`src/rtl/dmem_access_ctrl.sv`:
```
// Load/store sequencer between the memory stage and a word-only data memory.
// Sub-word stores are done as read-modify-write; loads are lane-extracted and extended.
module dmem_access_ctrl #(
  parameter int WordSize = 32
) (
  input  logic                CLK,
  input  logic                RST_N,
  input  logic                req_valid,
  output logic                req_ready,
  input  logic                req_wr,
  input  logic [1:0]          req_size,
  input  logic                req_signed,
  input  logic [WordSize-1:0] req_addr,
  input  logic [WordSize-1:0] req_wdata,
  output logic                resp_valid,
  output logic [WordSize-1:0] resp_rdata,
  output logic                resp_err,
  output logic [WordSize-1:0] Mem_Addr,
  output logic                Mem_rd,
  output logic                Mem_wr,
  output logic [WordSize-1:0] Mem_DIN,
  input  logic [WordSize-1:0] Mem_DOUT,
  output logic [2:0]          dbg_state
);

  // Handshake: a request is taken on the rising edge where req_valid && req_ready;
  // req_ready is high only in IDLE, and resp_valid is a single unthrottled pulse.
  typedef enum logic [2:0] {
    IDLE      = 3'd0,
    READ      = 3'd1,
    RMW_READ  = 3'd2,
    RMW_WRITE = 3'd3,
    WRITE     = 3'd4,
    DONE      = 3'd5
  } state_t;

  state_t state, state_nxt;

  logic [1:0]  size_q;
  logic [1:0]  lane_q;
  logic        signed_q;
  logic [15:0] wdata_q;

  logic                accept;
  logic                bad_req;
  logic [4:0]          lane_shift;
  logic [WordSize-1:0] lane_word;
  logic [WordSize-1:0] load_data;
  logic [WordSize-1:0] lane_mask;
  logic [WordSize-1:0] merged;

  logic                req_ready_d, resp_valid_d, resp_err_d, mem_rd_d, mem_wr_d;
  logic [WordSize-1:0] resp_rdata_d, mem_addr_d, mem_din_d;

  assign accept  = req_valid && req_ready;
  assign bad_req = (req_size == 2'b11) ||
                   (req_size == 2'b01 && req_addr[0]) ||
                   (req_size == 2'b10 && req_addr[1:0] != 2'b00);

  assign dbg_state = state;

  // Lane handling works on the raw memory word so the result is ready at the closing edge of the read.
  assign lane_shift = {lane_q, 3'b000};
  assign lane_word  = Mem_DOUT >> lane_shift;

  always_comb begin
    load_data = Mem_DOUT;
    case (size_q)
      2'b00:   load_data = {{(WordSize-8){signed_q & lane_word[7]}}, lane_word[7:0]};
      2'b01:   load_data = {{(WordSize-16){signed_q & lane_word[15]}}, lane_word[15:0]};
      default: load_data = Mem_DOUT;
    endcase
  end

  assign lane_mask = ((size_q == 2'b00) ? WordSize'(8'hFF) : WordSize'(16'hFFFF)) << lane_shift;
  assign merged    = (Mem_DOUT & ~lane_mask) | ((WordSize'(wdata_q) << lane_shift) & lane_mask);

  // State and registered outputs
  always_ff @(posedge CLK or negedge RST_N) begin
    if (!RST_N) begin
      state      <= IDLE;
      size_q     <= 2'b00;
      lane_q     <= 2'b00;
      signed_q   <= 1'b0;
      wdata_q    <= '0;
      req_ready  <= 1'b1;
      resp_valid <= 1'b0;
      resp_err   <= 1'b0;
      resp_rdata <= '0;
      Mem_Addr   <= '0;
      Mem_rd     <= 1'b0;
      Mem_wr     <= 1'b0;
      Mem_DIN    <= '0;
    end else begin
      state <= state_nxt;
      if (accept) begin
        size_q   <= req_size;
        lane_q   <= req_addr[1:0];
        signed_q <= req_signed;
        wdata_q  <= req_wdata[15:0];
      end
      req_ready  <= req_ready_d;
      resp_valid <= resp_valid_d;
      resp_err   <= resp_err_d;
      resp_rdata <= resp_rdata_d;
      Mem_Addr   <= mem_addr_d;
      Mem_rd     <= mem_rd_d;
      Mem_wr     <= mem_wr_d;
      Mem_DIN    <= mem_din_d;
    end
  end

  always_comb begin
    state_nxt = state;
    case (state)
      IDLE: begin
        if (accept) begin
          if (bad_req)                 state_nxt = DONE;
          else if (!req_wr)            state_nxt = READ;
          else if (req_size == 2'b10)  state_nxt = WRITE;
          else                         state_nxt = RMW_READ;
        end
      end
      READ:      state_nxt = DONE;
      RMW_READ:  state_nxt = RMW_WRITE;
      RMW_WRITE: state_nxt = DONE;
      WRITE:     state_nxt = DONE;
      DONE:      state_nxt = IDLE;
      default:   state_nxt = IDLE;
    endcase
  end

  // Outputs are computed from the next state so every port comes straight from a flop.
  always_comb begin
    req_ready_d  = (state_nxt == IDLE);
    resp_valid_d = (state_nxt == DONE);
    resp_err_d   = (state == IDLE) && (state_nxt == DONE);
    mem_rd_d     = (state_nxt == READ) || (state_nxt == RMW_READ);
    mem_wr_d     = (state_nxt == WRITE) || (state_nxt == RMW_WRITE);
    resp_rdata_d = (state == READ) ? load_data : '0;
    mem_addr_d   = accept ? {req_addr[WordSize-1:2], 2'b00} : Mem_Addr;
    mem_din_d    = Mem_DIN;
    if (accept && state_nxt == WRITE) mem_din_d = req_wdata;
    else if (state == RMW_READ)       mem_din_d = merged;
  end

endmodule

```
`config.mk`:
```
export PLATFORM = sky130hd
export DESIGN_NAME = dmem_access_ctrl
export DESIGN_NICKNAME = d
export VERILOG_FILES = /design/src/rtl/dmem_access_ctrl.sv
export SDC_FILE = /design/constraint.sdc
export NUM_CORES = 1
export LEC_CHECK = 0
export CAP_MARGIN = 20
export CORE_MARGIN = 2
export CORE_UTILIZATION = 40
export CTS_CLUSTER_SIZE = 10
export DETAILED_ROUTE_END_ITERATION = 16
export DONT_BUFFER_PORTS = 1
export PLACE_DENSITY = 0.66
export SLEW_MARGIN = 20
export SYNTH_ARGS = -nofsm -noshare
export SYNTH_HDL_FRONTEND = slang
export SYNTH_SLANG_ARGS = --single-unit
```
`constraint.sdc`:
```
create_clock -name CLK -period 1.95 [get_ports CLK]
set_input_delay 0.195 -clock CLK [delete_from_list [all_inputs] [get_ports CLK]]
set_output_delay 0.195 -clock CLK [all_outputs]
set_load 0.05 [all_outputs]
```
==> impl_metrics.env, run 1 <==
export IMPL_run_status="complete, but fails checks"
export IMPL_violations="negative hold slack"
export IMPL_fin_crit_ns=1.78
export IMPL_synth_area_sq_um=5930
export IMPL_tns_ns=0
export IMPL_fmax_mhz=562
export IMPL_reg2reg_depth=5
export IMPL_p_total_w=0.0144
export IMPL_skew_ns=0.00864
export IMPL_reg2reg_to="resp_rdata[25]$_DFF_PN0_"
export IMPL_timing_final_ws_setup_ns=0.170
export IMPL_grt_use_total_pct=24.9
export IMPL_grt_antenna_before_repair=0
export IMPL_die_y_um=126
export IMPL_worst_pin_slew_ns=0.541
export IMPL_htreeDepth=4
export IMPL_syn_area_per_cell_sq_um=9.08
export IMPL_vias=5241
export IMPL_fillers=1319
export IMPL_async_flop_share_pct=100
export IMPL_clock_root_buffer="clkbuf_16"
export IMPL_routed_wl_mm=19.4
export IMPL_place_hpwl_mm=13.4
export IMPL_clock_latency_ns=0.41
export IMPL_worstSetupEndpointType="flip-flop"
export IMPL_setup_viol=0
export IMPL_antenna_cells=0
export IMPL_dp_slack_ns=0.0756
export IMPL_crit_fanout=16
export IMPL_dr_first_iter_drc_count=448
export IMPL_cts_tree="done"
export IMPL_crit_required_ns=2.21
export IMPL_clk_pin_slew_ns=0.06
export IMPL_synthTopCellsByCount="nand2_1 (199), dfrtp_1 (122), a21oi_1 (45)"
export IMPL_syn_to_final_growth_pct=30.3
export IMPL_place_congestion=0.918
export IMPL_crit_path_max_incr_delay_ns=0.52
export IMPL_place_area_sq_um=6180
export IMPL_hold_viol_final=123
export IMPL_synth_top_area_share_pct=51.5
export IMPL_cts_sinks=123
export IMPL_hold_class="in -> async"
export IMPL_drive_above_1_share_pct=12.2
export IMPL_start_util_pct=40.8
export IMPL_design_core_area_sq_um=14500
export IMPL_syn_inst=653
export IMPL_synth_seq_area_share_pct=51.9
export IMPL_synth_edf_count=0
export IMPL_post_synth_top_area_cell="dfrtp_1"
export IMPL_fp_row_count=44
export IMPL_wl_per_cell_um=20.5
export IMPL_maxCapViolations=0
export IMPL_overflow=0
export IMPL_grt_max_degree=124
export IMPL_ctsHoldBuffers=96
export IMPL_die_area_sq_um=15800
export IMPL_viasPerCell=5.53
export IMPL_yosys_warnings=0
export IMPL_grt_pass1_wl_mm=30.4
export IMPL_synthFlopType="dfrtp_1"
export IMPL_maxSlewViolCount=0
export IMPL_ir_worst_vdd_mv=1.03
export IMPL_power_density_nw_per_um2=1860
export IMPL_first_global_vias=5435
export IMPL_pin_count=207
export IMPL_slowest_stage="dfrtp_1"
export IMPL_synth_most_common_cell="nand2_1"
export IMPL_holdWs_ns=-0.521
export IMPL_clockBufferDepth=2
export IMPL_yosysUniqueCellTypes=47
export IMPL_drt_antenna_violating_nets=0
export IMPL_cts_buffers=17
export IMPL_start_kind="flip-flop"
export IMPL_first_pass_iters=5
export IMPL_ys_top_cells_by_area="dfrtp_1 (51%), nand2_1 (13%), a21oi_1 (3.8%)"
export IMPL_maxSlewHeadroom_pct=63.9
export IMPL_synth_seq_cells=123
export IMPL_postCtsSetupBuffers=0
export IMPL_port_buffers=0
export IMPL_rsz0062_at_grt="no"
export IMPL_r2r_start="size_q[0]$_DFFE_PN0N_"
export IMPL_cp_arrival_ns=2.04
export IMPL_crit_chain="buf_4 > xor2_1 > a221o_1 > o211ai_4 > nand2_1"
export IMPL_p_leak_nw=3.67
export IMPL_drc=0
export IMPL_timing_final_crit_share_pct=91.3
export IMPL_design_area_sq_um=7730
export IMPL_ff2ff_setup_slack_ns=0.17
export IMPL_nets=855
export IMPL_crit_type="reg -> reg"
export IMPL_dieWidth_um=126
## worst max-delay path by stage
stage                     startpoint                       end
2_1_floorplan    req_ready$_DFF_PN1_   Mem_DIN[16]$_DFFE_PN0P_
3_3_place_gp   lane_q[0]$_DFFE_PN0N_   resp_rdata[2]$_DFF_PN0_
3_5_place_dp   lane_q[0]$_DFFE_PN0N_   resp_rdata[5]$_DFF_PN0_
4_1_cts        lane_q[0]$_DFFE_PN0N_  resp_rdata[25]$_DFF_PN0_
5_1_grt        lane_q[1]$_DFFE_PN0N_  resp_rdata[22]$_DFF_PN0_
6_report       size_q[0]$_DFFE_PN0N_  resp_rdata[25]$_DFF_PN0_
## flip-flops by register name, summed over array words and instances (netlist names)
name	count
lane_q	2
size_q	2
wdata_q	16
Mem_wr	1
resp_err	1
signed_q	1
resp_valid	1
Mem_Addr	30
resp_rdata	32
Mem_DIN	32
dbg_state	3
req_ready	1
Mem_rd	1
## metal layers
layer,vias to the layer above,wire (um),track usage [%]
met5,-,0,0
met4,0,459,8.34
met3,34,1540,7.99
met2,234,9260,40.5
met1,2565,8150,31.6
li1,2408,-,-
## per-stage QoR
step                      std cells  util (%)
after floorplan                 654         -
after detailed placement        821      42.6
after global routing            947      53.2
after global placement          821      42.6
final                           947      53.2
after CTS                       947      53.1
## logic make-up (layout without fill, tap and decap cells)
group	count (synthesis)	in the layout	synth area share (%)
AO/OA/AOI/OAI	143	143	16.3
buffers and inverters	63	172	4.52
flip-flops	123	123	51.9
XOR/XNOR	1	1	0.148
other	1	2	0.0633
multiplexers	35	35	6.40
AND/OR/NAND/NOR	287	287	20.6
## report_power, final
part	total, W	internal, W	switching (W)
clock network	0.00308	0.00199	0.00109
registers	0.00728	0.00356	0.00372
logic	0.00400	0.00165	0.00236
## final cells by class
type	count	area [sq um]	area share, %
Tap cell	184	230	2.98
Multi-Input combinational cell	468	2590	33.6
Clock buffer	23	488	6.32
Sequential cell	123	3080	39.9
Inverter	17	63.8	0.826
Timing Repair Buffer	125	1180	15.3
Clock inverter	7	90.1	1.17
## what timing repair did
item / CTS / global route
endpoints found under the hold margin: 235 / 123
resized for setup: 0 / 1
setup endpoints to repair: 0 / 23
## cells in the final DEF (no fill, tap or decap), types with 3 or more instances in the layout
cell type,netlist,layout
a21oi_1,45,45
a221o_1,6,6
a22oi_1,13,13
a31oi_1,11,11
buf_4,2,29
clkbuf_16,0,17
clkbuf_8,0,4
clkinv_2,0,3
dfrtp_1,122,120
dlygate4sd3_1,0,96
inv_1,17,17
mux2_2,13,13
mux2i_1,21,21
nand2_1,199,199
nand2b_1,12,12
nand3_1,3,3
nor2_1,36,35
nor2b_1,10,10
nor3_1,7,7
nor3b_1,5,4
o211ai_1,15,15
o21ai_0,26,26
o21bai_1,5,5
o221a_2,9,9
o22ai_1,3,3
o32ai_1,3,3
or2_2,3,3
## critical path: cells and delay by family, from the launching register on
kind / cells / cell delay [ns]
flops: 1 / 0.52
xor+xnor: 1 / 0.14
compound gates: 2 / 0.59
buf+inv: 1 / 0.23
simple gates: 1 / 0.14
Power figures use the tool's default switching activity.
==> run 2: changes to the inputs <==
--- a/config.mk
+++ b/config.mk
@@ -11,6 +11,7 @@
 export CTS_CLUSTER_SIZE = 10
 export DETAILED_ROUTE_END_ITERATION = 16
 export DONT_BUFFER_PORTS = 1
+export MAX_ROUTING_LAYER = met4
 export PLACE_DENSITY = 0.66
 export SLEW_MARGIN = 20
 export SYNTH_ARGS = -nofsm -noshare
==> run 2 against run 1 <==
The flow still finishes with violations (negative hold slack). Critical endpoint is now resp_rdata[29]$_DFF_PN0_. Sequential power is essentially flat. Clock power grew 6%. Non-clock buffer count is 1 higher. Total power increased by 1.3%. Clock-buffer cell count decreased by 4. Highest routed layer unchanged.
==> impl_metrics.env, run 2 (synthesis results as in run 1) <==
export IMPL_top_regs="Mem_DIN x32, resp_rdata x32, Mem_Addr x30"
export IMPL_slowest_stage="dfrtp_1"
export IMPL_cp_buffers_inverters=2
export IMPL_timing_final_crit_share_pct=91.7
export IMPL_skew_ns=0.00765
export IMPL_cp_arrival_ns=2.05
export IMPL_first_global_vias=5445
export IMPL_grt_pass1_wl_mm=30.6
export IMPL_crit_path_max_incr_delay_ns=0.51
export IMPL_cts_sinks=123
export IMPL_violations="negative hold slack"
export IMPL_ctsHoldBuffers=96
export IMPL_clockBufferDepth=2
export IMPL_cts_tree="done"
export IMPL_nets=856
export IMPL_crit_type="reg -> reg"
export IMPL_tns_ns=0
export IMPL_p_leak_nw=3.68
export IMPL_dieWidth_um=126
export IMPL_rsz0062_at_grt="no"
export IMPL_clock_latency_ns=0.42
export IMPL_fmax_mhz=559
export IMPL_postCtsSetupBuffers=0
export IMPL_crit_required_ns=2.22
export IMPL_clock_root_buffer="clkbuf_16"
export IMPL_worstSetupEndpointType="flip-flop"
export IMPL_design_core_area_sq_um=14500
export IMPL_run_status="complete, but fails checks"
export IMPL_maxSlewViolCount=0
export IMPL_die_y_um=126
export IMPL_maxSlewHeadroom_pct=66.1
export IMPL_place_hpwl_mm=13.4
export IMPL_drt_antenna_violating_nets=0
export IMPL_fin_crit_ns=1.79
export IMPL_wl_per_cell_um=20.5
export IMPL_first_pass_iters=5
export IMPL_maxCapViolations=0
export IMPL_drc=0
export IMPL_vias=5202
export IMPL_most_common_layout_cells="nand2_1 (199), dfrtp_1 (120), dlygate4sd3_1 (96)"
export IMPL_holdWs_ns=-0.526
export IMPL_crit_chain="buf_4 > inv_1 > a221o_1 > o211ai_4 > nand2_1"
export IMPL_routed_wl_mm=19.4
export IMPL_dr_first_iter_drc_count=379
export IMPL_clk_pin_slew_ns=0.06
export IMPL_drive_above_1_share_pct=12.8
export IMPL_htreeDepth=4
export IMPL_layout_commonest_cell="nand2_1"
export IMPL_power_density_nw_per_um2=1870
export IMPL_hold_viol_final=123
export IMPL_syn_to_final_growth_pct=31.2
export IMPL_start_kind="flip-flop"
export IMPL_critical_path_top_delay_family="compound AO/OA/AOI/OAI gates"
export IMPL_die_area_sq_um=15800
export IMPL_place_congestion=0.926
export IMPL_grt_use_total_pct=25.9
export IMPL_hold_class="in -> async"
export IMPL_crit_fanout=16
export IMPL_cts_buffers=17
export IMPL_overflow=0
export IMPL_ff2ff_setup_slack_ns=0.16
export IMPL_fp_row_count=44
export IMPL_grt_antenna_before_repair=0
export IMPL_viasPerCell=5.48
export IMPL_port_buffers=0
export IMPL_grt_max_degree=124
export IMPL_ir_worst_vdd_mv=1.00
export IMPL_worst_pin_slew_ns=0.496
export IMPL_antenna_cells=0
export IMPL_pin_count=207
export IMPL_start_util_pct=40.8
export IMPL_setup_viol=0
==> run 2: changes by cell type in the layout (fill, tap and decap cells not counted), sizes merged <==
| cell | change |
|---|---|
| buf | +1 |
| bufinv | +1 |
| clkbuf | -4 |
| clkinv | +1 |
| clkinvlp | +3 |
| inv | +1 |
==> run 2: timing repair <==
action / in CTS / in global routing
endpoints found under the hold margin: 235 / 123
setup endpoints to repair: 0 / 23
gates resized for setup: 0 / 1
==> run 2: cell type report <==
| cell class | count | area, sq um |
|---|---|---|
| Fill cell | 1304 | 6760 |
| Sequential cell | 123 | 3080 |
| Multi-Input combinational cell | 468 | 2590 |
| Timing Repair Buffer | 126 | 1190 |
| Clock buffer | 19 | 453 |
| Tap cell | 184 | 230 |
| Clock inverter | 13 | 168 |
| Inverter | 17 | 63.8 |
==> run 2: power breakdown <==
group | internal [W] | total, W | switching [W]
Clock | 0.00208 | 0.00327 | 0.00118
Combinational | 0.00166 | 0.00401 | 0.00235
Sequential | 0.00355 | 0.00727 | 0.00371
Total | 0.00730 | 0.0145 | 0.00725
==> run 2: final timing paths <==
kind                                             to                     from  cells after the start
setup / recovery           resp_rdata[29]$_DFF_PN0_    lane_q[1]$_DFFE_PN0N_                      5
hold / removal             resp_rdata[28]$_DFF_PN0_                    RST_N                      0
setup reg to reg           resp_rdata[29]$_DFF_PN0_    lane_q[1]$_DFFE_PN0N_                      5
hold reg to reg             wdata_q[14]$_DFFE_PN0N_  wdata_q[14]$_DFFE_PN0N_                      2
max in group asynchronous       req_ready$_DFF_PN1_                    RST_N                      0
min in group CLK            Mem_DIN[16]$_DFFE_PN0P_             Mem_DOUT[16]                      2
==> run 2: per-layer routing <==
metal	GRT usage [%]	up-vias	part of all wire [%]
met1	33.3	2523	43
li1	-	2419	-
met4	9.63	0	3.0
met5	-	-	0
met2	40.5	221	48
met3	5.78	39	6.1
==> run 2: per-stage QoR <==
step | setup WS (ns) | area (sq um) | util (%) | power [W] | std cells
after floorplan | 0.0191 | 5940 | - | 0.00992 | 654
after global placement | 0.196 | 6190 | 42.6 | 0.0110 | 822
after detailed placement | 0.105 | 6190 | 42.6 | 0.0111 | 822
after CTS | 0.0947 | 7770 | 53.5 | 0.0146 | 950
after global routing | 0.0538 | 7780 | 53.5 | 0.0153 | 950
final | 0.162 | 7780 | 53.5 | 0.0145 | 950
